### src/rtl/tram_writer_if.sv
// Character command stream in, tram write port out.
// The writer connects to the slave modport; the character source and tram sink use the master modport.
interface tram_writer_if #(
    parameter int WORD  = 32,
    parameter int ADDRW = 14,
    parameter int CIDXW = 4
);
    logic             cmd_valid;
    logic             cmd_ready;
    logic [20:0]      cmd_ucp;
    logic [CIDXW-1:0] cmd_fg;
    logic [CIDXW-1:0] cmd_bg;
    logic             tram_we;
    logic [ADDRW-1:0] tram_addr;
    logic [WORD-1:0]  tram_data;

    modport master (
        output cmd_valid, cmd_ucp, cmd_fg, cmd_bg,
        input  cmd_ready, tram_we, tram_addr, tram_data
    );

    modport slave (
        input  cmd_valid, cmd_ucp, cmd_fg, cmd_bg,
        output cmd_ready, tram_we, tram_addr, tram_data
    );
endinterface

### src/rtl/tram_writer.sv
// Text RAM writer: turns character commands into tram writes, tracks the cursor,
// and scrolls by advancing the circular scroll_offs instead of copying memory.
module tram_writer #(
    parameter int WORD      = 32,
    parameter int ADDRW     = 14,
    parameter int CIDXW     = 4,
    parameter int TRAM_HRES = 80,
    parameter int TRAM_VRES = 30
) (
    input  logic             clk,
    input  logic             rst,
    tram_writer_if.slave     bus,
    output logic [ADDRW-1:0] scroll_offs,
    output logic [ADDRW-1:0] cur_x,
    output logic [ADDRW-1:0] cur_y
);
    localparam int TSIZE = TRAM_HRES * TRAM_VRES;

    localparam logic [ADDRW-1:0] ONE   = ADDRW'(1);
    localparam logic [ADDRW-1:0] HLAST = ADDRW'(TRAM_HRES - 1);
    localparam logic [ADDRW-1:0] VLAST = ADDRW'(TRAM_VRES - 1);
    localparam logic [ADDRW-1:0] TLAST = ADDRW'(TSIZE - 1);
    localparam logic [ADDRW:0]   HSTEP = (ADDRW+1)'(TRAM_HRES);
    localparam logic [ADDRW:0]   TSZW  = (ADDRW+1)'(TSIZE);

    localparam logic [20:0] C_BS    = 21'h08;
    localparam logic [20:0] C_LF    = 21'h0A;
    localparam logic [20:0] C_FF    = 21'h0C;
    localparam logic [20:0] C_CR    = 21'h0D;
    localparam logic [20:0] C_SPACE = 21'h20;
    localparam logic [20:0] C_DEL   = 21'h7F;

    typedef enum logic [1:0] {IDLE, EXEC, SCROLL, CLEAR} state_t;

    state_t           state;
    logic [ADDRW-1:0] line_base;
    logic [20:0]      ucp_q;
    logic [CIDXW-1:0] fg_q;
    logic [CIDXW-1:0] bg_q;

    logic             accept;
    logic             do_lf;
    logic [ADDRW-1:0] scroll_end;

    function automatic logic is_print(input logic [20:0] u);
        return (u >= C_SPACE) && (u != C_DEL);
    endfunction

    function automatic logic [WORD-1:0] mkword(input logic [20:0] u,
                                               input logic [CIDXW-1:0] f,
                                               input logic [CIDXW-1:0] b);
        logic [WORD-1:0] w;
        w = '0;
        w[WORD-1 -: CIDXW]       = b;
        w[WORD-CIDXW-1 -: CIDXW] = f;
        w[20:0]                  = u;
        return w;
    endfunction

    // Advance by one line, wrapping at TSIZE; computed one bit wider so it cannot overflow.
    function automatic logic [ADDRW-1:0] next_line(input logic [ADDRW-1:0] a);
        logic [ADDRW:0] s;
        s = {1'b0, a} + HSTEP;
        return (s >= TSZW) ? '0 : s[ADDRW-1:0];
    endfunction

    always_comb begin
        accept     = bus.cmd_valid && bus.cmd_ready;
        do_lf      = (ucp_q == C_LF) || (is_print(ucp_q) && (cur_x == HLAST));
        scroll_end = scroll_offs + HLAST;
    end

    always_ff @(posedge clk) begin
        if (rst) begin
            state         <= IDLE;
            bus.cmd_ready <= 1'b1;
            bus.tram_we   <= 1'b0;
            bus.tram_addr <= '0;
            bus.tram_data <= '0;
            scroll_offs   <= '0;
            cur_x         <= '0;
            cur_y         <= '0;
            line_base     <= '0;
            ucp_q         <= '0;
            fg_q          <= '0;
            bg_q          <= '0;
        end else begin
            case (state)
                IDLE: begin
                    bus.tram_we <= 1'b0;
                    if (accept) begin
                        ucp_q         <= bus.cmd_ucp;
                        fg_q          <= bus.cmd_fg;
                        bg_q          <= bus.cmd_bg;
                        bus.cmd_ready <= 1'b0;
                        // The character write is issued from here so it appears during EXEC.
                        if (bus.cmd_ucp == C_FF) begin
                            state         <= CLEAR;
                            bus.tram_we   <= 1'b1;
                            bus.tram_addr <= '0;
                            bus.tram_data <= mkword(C_SPACE, bus.cmd_fg, bus.cmd_bg);
                        end else begin
                            state <= EXEC;
                            if (is_print(bus.cmd_ucp)) begin
                                bus.tram_we   <= 1'b1;
                                bus.tram_addr <= line_base + cur_x;
                                bus.tram_data <= mkword(bus.cmd_ucp, bus.cmd_fg, bus.cmd_bg);
                            end
                        end
                    end
                end

                EXEC: begin
                    bus.tram_we <= 1'b0;
                    if (is_print(ucp_q)) begin
                        cur_x <= (cur_x == HLAST) ? '0 : cur_x + ONE;
                    end else if ((ucp_q == C_LF) || (ucp_q == C_CR)) begin
                        cur_x <= '0;
                    end else if ((ucp_q == C_BS) && (cur_x != '0)) begin
                        cur_x <= cur_x - ONE;
                    end

                    if (do_lf && (cur_y == VLAST)) begin
                        state         <= SCROLL;
                        bus.tram_we   <= 1'b1;
                        bus.tram_addr <= scroll_offs;
                        bus.tram_data <= mkword(C_SPACE, fg_q, bg_q);
                    end else begin
                        if (do_lf) begin
                            cur_y     <= cur_y + ONE;
                            line_base <= next_line(line_base);
                        end
                        state         <= IDLE;
                        bus.cmd_ready <= 1'b1;
                    end
                end

                SCROLL: begin
                    if (bus.tram_addr == scroll_end) begin
                        bus.tram_we   <= 1'b0;
                        scroll_offs   <= next_line(scroll_offs);
                        line_base     <= scroll_offs;
                        state         <= IDLE;
                        bus.cmd_ready <= 1'b1;
                    end else begin
                        bus.tram_addr <= bus.tram_addr + ONE;
                    end
                end

                CLEAR: begin
                    if (bus.tram_addr == TLAST) begin
                        bus.tram_we   <= 1'b0;
                        scroll_offs   <= '0;
                        line_base     <= '0;
                        cur_x         <= '0;
                        cur_y         <= '0;
                        state         <= IDLE;
                        bus.cmd_ready <= 1'b1;
                    end else begin
                        bus.tram_addr <= bus.tram_addr + ONE;
                    end
                end

                default: begin
                    state         <= IDLE;
                    bus.cmd_ready <= 1'b1;
                    bus.tram_we   <= 1'b0;
                end
            endcase
        end
    end
endmodule
### src/flat_wrapper.sv
// flat-port wrapper written by rule: the top's interface ports become plain ports
module tram_writer_flat 
#(
    parameter int WORD      = 32,
    parameter int ADDRW     = 14,
    parameter int CIDXW     = 4,
    parameter int TRAM_HRES = 80,
    parameter int TRAM_VRES = 30
)
  (clk, rst, scroll_offs, cur_x, cur_y, bus_cmd_valid, bus_cmd_ucp, bus_cmd_fg, bus_cmd_bg, bus_cmd_ready, bus_tram_we, bus_tram_addr, bus_tram_data);
  tram_writer_if #(.WORD(WORD), .ADDRW(ADDRW), .CIDXW(CIDXW)) bus_i ();
  input  logic clk;
  input  logic rst;
  output logic [ADDRW-1:0] scroll_offs;
  output logic [ADDRW-1:0] cur_x;
  output logic [ADDRW-1:0] cur_y;
  input wire logic [$bits(bus_i.cmd_valid)-1:0] bus_cmd_valid;
  input wire logic [$bits(bus_i.cmd_ucp)-1:0] bus_cmd_ucp;
  input wire logic [$bits(bus_i.cmd_fg)-1:0] bus_cmd_fg;
  input wire logic [$bits(bus_i.cmd_bg)-1:0] bus_cmd_bg;
  output wire logic [$bits(bus_i.cmd_ready)-1:0] bus_cmd_ready;
  output wire logic [$bits(bus_i.tram_we)-1:0] bus_tram_we;
  output wire logic [$bits(bus_i.tram_addr)-1:0] bus_tram_addr;
  output wire logic [$bits(bus_i.tram_data)-1:0] bus_tram_data;
  assign bus_i.cmd_valid = bus_cmd_valid;
  assign bus_i.cmd_ucp = bus_cmd_ucp;
  assign bus_i.cmd_fg = bus_cmd_fg;
  assign bus_i.cmd_bg = bus_cmd_bg;
  assign bus_cmd_ready = bus_i.cmd_ready;
  assign bus_tram_we = bus_i.tram_we;
  assign bus_tram_addr = bus_i.tram_addr;
  assign bus_tram_data = bus_i.tram_data;
  tram_writer #(.WORD(WORD), .ADDRW(ADDRW), .CIDXW(CIDXW), .TRAM_HRES(TRAM_HRES), .TRAM_VRES(TRAM_VRES)) u_core (.clk(clk), .rst(rst), .bus(bus_i), .scroll_offs(scroll_offs), .cur_x(cur_x), .cur_y(cur_y));
endmodule
### config.mk
export PLATFORM = sky130hd
export DESIGN_NAME = tram_writer_flat
export DESIGN_NICKNAME = d
export VERILOG_FILES = /design/src/rtl/tram_writer_if.sv /design/src/rtl/tram_writer.sv /design/src/flat_wrapper.sv
export SDC_FILE = /design/constraint.sdc
export NUM_CORES = 1
export LEC_CHECK = 0
export ABC_AREA = 0
export CAP_MARGIN = 20
export CORE_ASPECT_RATIO = 2
export CORE_MARGIN = 2
export CORE_UTILIZATION = 49
export CTS_CLUSTER_DIAMETER = 100
export CTS_CLUSTER_SIZE = 28
export DETAILED_ROUTE_END_ITERATION = 8
export PLACE_DENSITY_LB_ADDON = 0.05
export REMOVE_ABC_BUFFERS = 1
export SETUP_SLACK_MARGIN = 0.05
export SYNTH_ARGS = -nofsm -noshare
export SYNTH_HDL_FRONTEND = slang
export SYNTH_SLANG_ARGS = --single-unit
### constraint.sdc
create_clock -name clk -period 2.2 [get_ports clk]
set_input_delay 0.22 -clock clk [delete_from_list [all_inputs] [get_ports clk]]
set_output_delay 0.22 -clock clk [all_outputs]
set_load 0.02 [all_outputs]
==> Yosys cells after proc, flatten, opt, wreduce, memory -nomap -nowiden <==
Cells that the tools add are included.
{ "word_totals": {"regBits": 135, "wordCells": 118, "out_inout_bits": 90} }
{ "op_classes": {"eq_ne": 23, "order_cmp": 4, "n_reduce_logical": 24, "n_mux": 47, "n_addsub": 8} }
{ "ops": {"columns": ["operator", "count"], "rows": [
  ["$mux 14", 19],
  ["$mux 32", 4],
  ["$eq 21x4->1 const B", 4],
  ["$pmux 14 s2", 3],
  ["$pmux 32 s2", 1],
  ["$pmux 14 s4", 1],
  ["$add 14x1->14 const B", 3],
  ["$ge 21x6->1 const B", 2],
  ["$ne 21x7->1 const B", 2],
  ["$pmux 14 s3", 1],
  ["$add 14x7->15 const B", 2],
  ["$ge 15x12->1 const B", 2],
  ["$add 14x14->14", 1],
  ["$add 14x7->14 const B", 1],
  ["$eq 14x12->1 const B", 1],
  ["$eq 14x14->1", 1],
  ["$eq 14x5->1 const B", 1],
  ["$eq 14x7->1 const B", 1],
  ["$reduce_bool 14->1", 1],
  ["$sub 14x1->14 const B", 1],
  ["$reduce_and 4->1", 3],
  ["$mux 1", 10],
  ["$mux 2", 5],
  ["$ne 2x1->1 const B", 5],
  ["other kinds (15)", 31]
]} }

==> Longest topological paths before layout <==
{ "depth": {"depth_word": 7, "depth_mapped": 10, "ltp_nobuf": 10} }

==> Worst setup path after synthesis <==
No wires, ideal clock.
{ "synth_path": {"path_type": "register to register", "start": "register u_core.cur_y[2]", "end": "register u_core.bus.tram_addr[1]", "path_buffers": 2, "synth_period_minus_slack_ns": 2.665, "path_stages_with_launch": 9, "slack_ns": -0.465, "arrival_time_ns": 2.529, "path_cell_list": "dfxtp_1 buf_2 or4b_1 nor4_4 o2111a_1 nor3_1 a211oi_4 buf_2 a211oi_1"} }
{ "synth_via": {"elab_chain_cells": 4} }
{ "synth_rtl": {"columns": ["element", "line_no", "rtl"], "rows": [
  ["from (decl)", "tram_writer.sv:15", "output logic [ADDRW-1:0] cur_y"],
  ["from (signal assigned)", "tram_writer.sv:130", "cur_y <= cur_y + ONE;"],
  ["$eq 14x5->1", "tram_writer.sv:123", "if (do_lf && (cur_y == VLAST)) begin"],
  ["$logic_and 1x1->1", "tram_writer.sv:123", null],
  ["$ne 2x1->1 (no source line)", null, null],
  ["$reduce_and 5->1 (no source line)", null, null],
  ["to (signal assigned)", "tram_writer.sv:126", "bus.tram_addr <= scroll_offs;"],
  ["to (signal assigned)", "tram_writer.sv:146", "bus.tram_addr <= bus.tram_addr + ONE;"],
  ["to (signal assigned)", "tram_writer.sv:160", "bus.tram_addr <= bus.tram_addr + ONE;"],
  ["to (decl)", "tram_writer_if.sv:24", "output cmd_ready, tram_we, tram_addr, tram_data"]
]} }
No other way between the ends.
A chain may end at the register's enable or synchronous reset.

==> Final worst setup path <==
{ "layout_path": {"start": "register u_core.bus.tram_addr[8]", "end": "register u_core.cur_y[10]"} }
{ "layout_via": {"elab_chain_cells": 3} }
{ "layout_rtl": {"columns": ["element", "line_no", "rtl"], "rows": [
  ["from (signal assigned)", "tram_writer.sv:106", "bus.tram_addr <= line_base + cur_x;"],
  ["from (signal assigned)", "tram_writer.sv:126", null],
  ["from (signal assigned)", "tram_writer.sv:146", null],
  ["$eq 14x12->1", "tram_writer.sv:151", "if (bus.tram_addr == TLAST) begin"],
  ["$ne 2x1->1 (no source line)", null, null],
  ["$reduce_and 4->1 (no source line)", null, null]
]} }
No other way between the ends.

==> run_results.csv <==
group,metric,value,unit
timing,setup_viol,93,
power_and_ir_drop,ir_worst_vdd,0.000871,V
global_route,grt_first_pass_wirelength,49300,um
critical_path,r2r-end,"u_core.cur_y[10]$_SDFFE_PP0P_",
timing,fin_skew,0.0153,ns
die,rows,64,
clocking,root_buffer,"clkbuf_16",
yosys,netlist_instances,1019,
yosys,synth_area,0.00767,mm2
power_and_ir_drop,leakage,5.15,nW
die,initial_utilization,50.2,%
timing,maxSlewViolCount,0,
critical_path,crit_required,2.56,ns
route,drc_errors,0,
timing,fmax,391,MHz
critical_path,critPathLaunch,"u_core.bus.tram_addr[8]$_SDFFE_PP0P_",
yosys,yosys-top-cells-count,"nand2_1 (169), dfxtp_1 (125), a21oi_1 (105)",
timing,report.final.hold_viol_count,0,
yosys,synthDominantCellAreaShare,32.6,%
critical_path,worstPathArrival,2.92,ns
finish,finalNonFillerCells,1591,
global_route,grt_pass1_vias,9839,
clocking,path_clk_slew,0.06,ns
clocking,numCtsBuffers,17,
route,wl_met2,17800,um
global_route,grt_max_degree,72,
critical_path,cp-endpoint,"u_core.cur_y[10]$_SDFFE_PP0P_",
critical_path,r2r_cells,10,
die,die-height,181,um
finish,area_growth,72.5,%
yosys,ys.flop_type,"dfxtp_1",
place,dp_cells,1493,
place,port_buffers,114,
finish,fillers,793,
global_route,track_usage,37.1,%
yosys,ys_seq_area_share,32.6,%
route,dr.pass1.iters,5,
clocking,cts.path.max_buffers,2,
timing,final.setup.tns,-13.98,ns
place,gp_congestion,0.920,
finish,multi_input_area,0.00602,mm2
global_route,grt.overflow.total,0,
place,dp_hpwl,20000,um
global_route,antenna_found_initial,0,
timing,period_share,116,%
die,die_w,92.5,um
finish,seqCellArea,0.00252,mm2
yosys,yosysTopAreaCell,"dfxtp_1",
route,wire_per_inst,22.1,um
route,antenna_left,0,
critical_path,crit_type,"reg -> reg",
route,wirelength,35100,um
route,top_layer_used,"met4",
yosys,synth_cell_types,78,
clocking,cts_sinks,125,
yosys,syn-mean-instance-area,7.53,um2
route,vias,10200,
clocking,clk_latency,0.44,ns
critical_path,reg2reg_setup_slack,-0.36,ns
finish,postLayoutCoreUtil,86.6,%
route,drt-met1-wl,11500,um
min_path,min_path_type,"in -> reg",
clocking,ctsHoldBuffers,0,
timing,min_period,2.56,ns
clocking,cts_max_level,4,
status,status,"complete, but fails checks",
place,pre_cts_ws,-0.950,ns
clocking,cts_tree,"yes",
yosys,synth-async-reset-ratio,0,%
power_and_ir_drop,powerDensity,672,mW/mm2
route,drt-initial-drc-count,909,
die,ios,122,
critical_path,setup.worst_path.end_class,"flop",
yosys,ys_ff_latch,125,
route,wl_met3,2480,um
finish,antennaDiodeCount,0,
route,viasPerCell,6.42,
critical_path,r2r_start,"u_core.bus.tram_addr[8]$_SDFFE_PP0P_",
yosys,synth_most_common_cell,"nand2_1",
finish,nets,1437,
die,die_area,0.0167,mm2
run,drv_cap,0,
timing,rsz0062_at_grt,"yes",
yosys,synth_edf_count,0,
timing,worst_slack,-0.361,ns
yosys,yosysWarnings,0,
critical_path,worstSetupStartpointType,"flop",
critical_path,cp_max_fo,7,
yosys,synth.area.top_cells,"dfxtp_1 (33%), nand2_1 (8.3%), a21oi_1 (6.8%)",
finish,final_layout_size_suffix_gt1_share,39.7,%
status,violations,"negative setup slack",
die,core,0.0153,mm2
## worst max-delay path, stage by stage (launching register included)
cell	delay (ns)
dfxtp_2	0.39
buf_4	0.17
nor4bb_2	0.26
buf_4	0.17
nand4_1	0.23
nor2_2	0.28
buf_6	0.16
buf_12	0.13
o211ai_1	0.15
or3_1	0.38
a21oi_1	0.16
## registers in the layout (all words and copies together) (netlist names), 2 cells and up
register	flops
u_core.scroll_offs	10
u_core.state	2
u_core.bus.tram_addr	14
u_core.ucp_q	21
u_core.fg_q	4
u_core.bus.tram_data	29
u_core.bg_q	4
u_core.cur_x	14
u_core.cur_y	14
u_core.line_base	11
## metal layers
metal	GRT usage [%]	vias to the layer above
li1	-	4462
met3	6.38	270
met1	37.2	4836
met4	27.9	0
met2	66.5	645
met5	0	-
## cell type report
cell class                 instances  share of cell area, %
clock buffer                      17                   3.21
clock inverter                    15                   1.05
inverter                          23                  0.652
multi-input combinational        800                   45.5
sequential                       125                   19.1
tap                              198                   1.87
timing repair buffer             413                   28.6
## how the worst min path moves through the flow
stage,to,cells past startpoint,startpoint
finish,u_core.scroll_offs[8]$_SDFFE_PP0P_,2,rst
global route,u_core.scroll_offs[8]$_SDFFE_PP0P_,2,rst
CTS,u_core.scroll_offs[8]$_SDFFE_PP0P_,2,rst
detailed placement,u_core.bus.tram_data[6]$_SDFFE_PP0P_,2,u_core.bus.tram_data[6]$_SDFFE_PP0P_
global placement,u_core.bus.tram_data[2]$_SDFFE_PP0P_,2,u_core.bus.tram_data[2]$_SDFFE_PP0P_
floorplan,u_core.bus.tram_addr[12]$_SDFFE_PP0P_,1,rst
## layout by cell type, fill, tap and decap left out, types with 13 or more instances in the layout
cell type / n
buf_4: 238
nand2_1: 148
clkdlybuf4s50_1: 113
dfxtp_1: 110
a21oi_1: 66
nor2_1: 62
buf_6: 41
nand3_1: 38
a21oi_2: 35
o21ai_0: 23
ha_1: 20
clkbuf_16: 20
inv_1: 19
xnor2_1: 19
nand4_1: 18
nor3_1: 17
nand2_4: 17
a211oi_2: 16
xor2_1: 15
o21ai_1: 14
dfxtp_2: 14
nor4_1: 13
nor2_2: 13
## power by group
| part | internal [mW] | switching [mW] | total [mW] |
|---|---|---|---|
| logic | 1.62 | 1.89 | 3.51 |
| registers | 2.46 | 0.180 | 2.64 |
| clock network | 1.56 | 1.18 | 2.75 |
## cell families (layout without fill, tap and decap cells)
family | after synthesis | after routing | synth area share [%]
other cells | 1 | 7 | 0.0489
xor+xnor | 39 | 39 | 4.45
flops | 125 | 125 | 32.6
mux | 7 | 7 | 1.09
compound gates | 297 | 298 | 25.8
buf+inv | 101 | 468 | 5.54
simple gates | 424 | 424 | 26.3
fa+ha+maj | 25 | 25 | 4.17
## through the flow
step	cell area (um2)	total power, mW	hold slack, ns
3_5_place_dp	10600	5.12	0.445
4_1_cts	12400	8.36	0.183
2_1_floorplan	7360	3.84	0.285
3_3_place_gp	10600	5.09	0.439
6_report	13200	8.89	0.198
5_1_grt	13200	9.16	0.196
## what timing repair did
item                                    CTS  global route
resized for setup                       192           157
pin swaps                                88            86
endpoints found under the hold margin     0             0
setup buffers                            37            23
cloned                                    8             4
endpoints found under the setup margin   94            95
No activity file was read; power rests on OpenSTA's default activity.
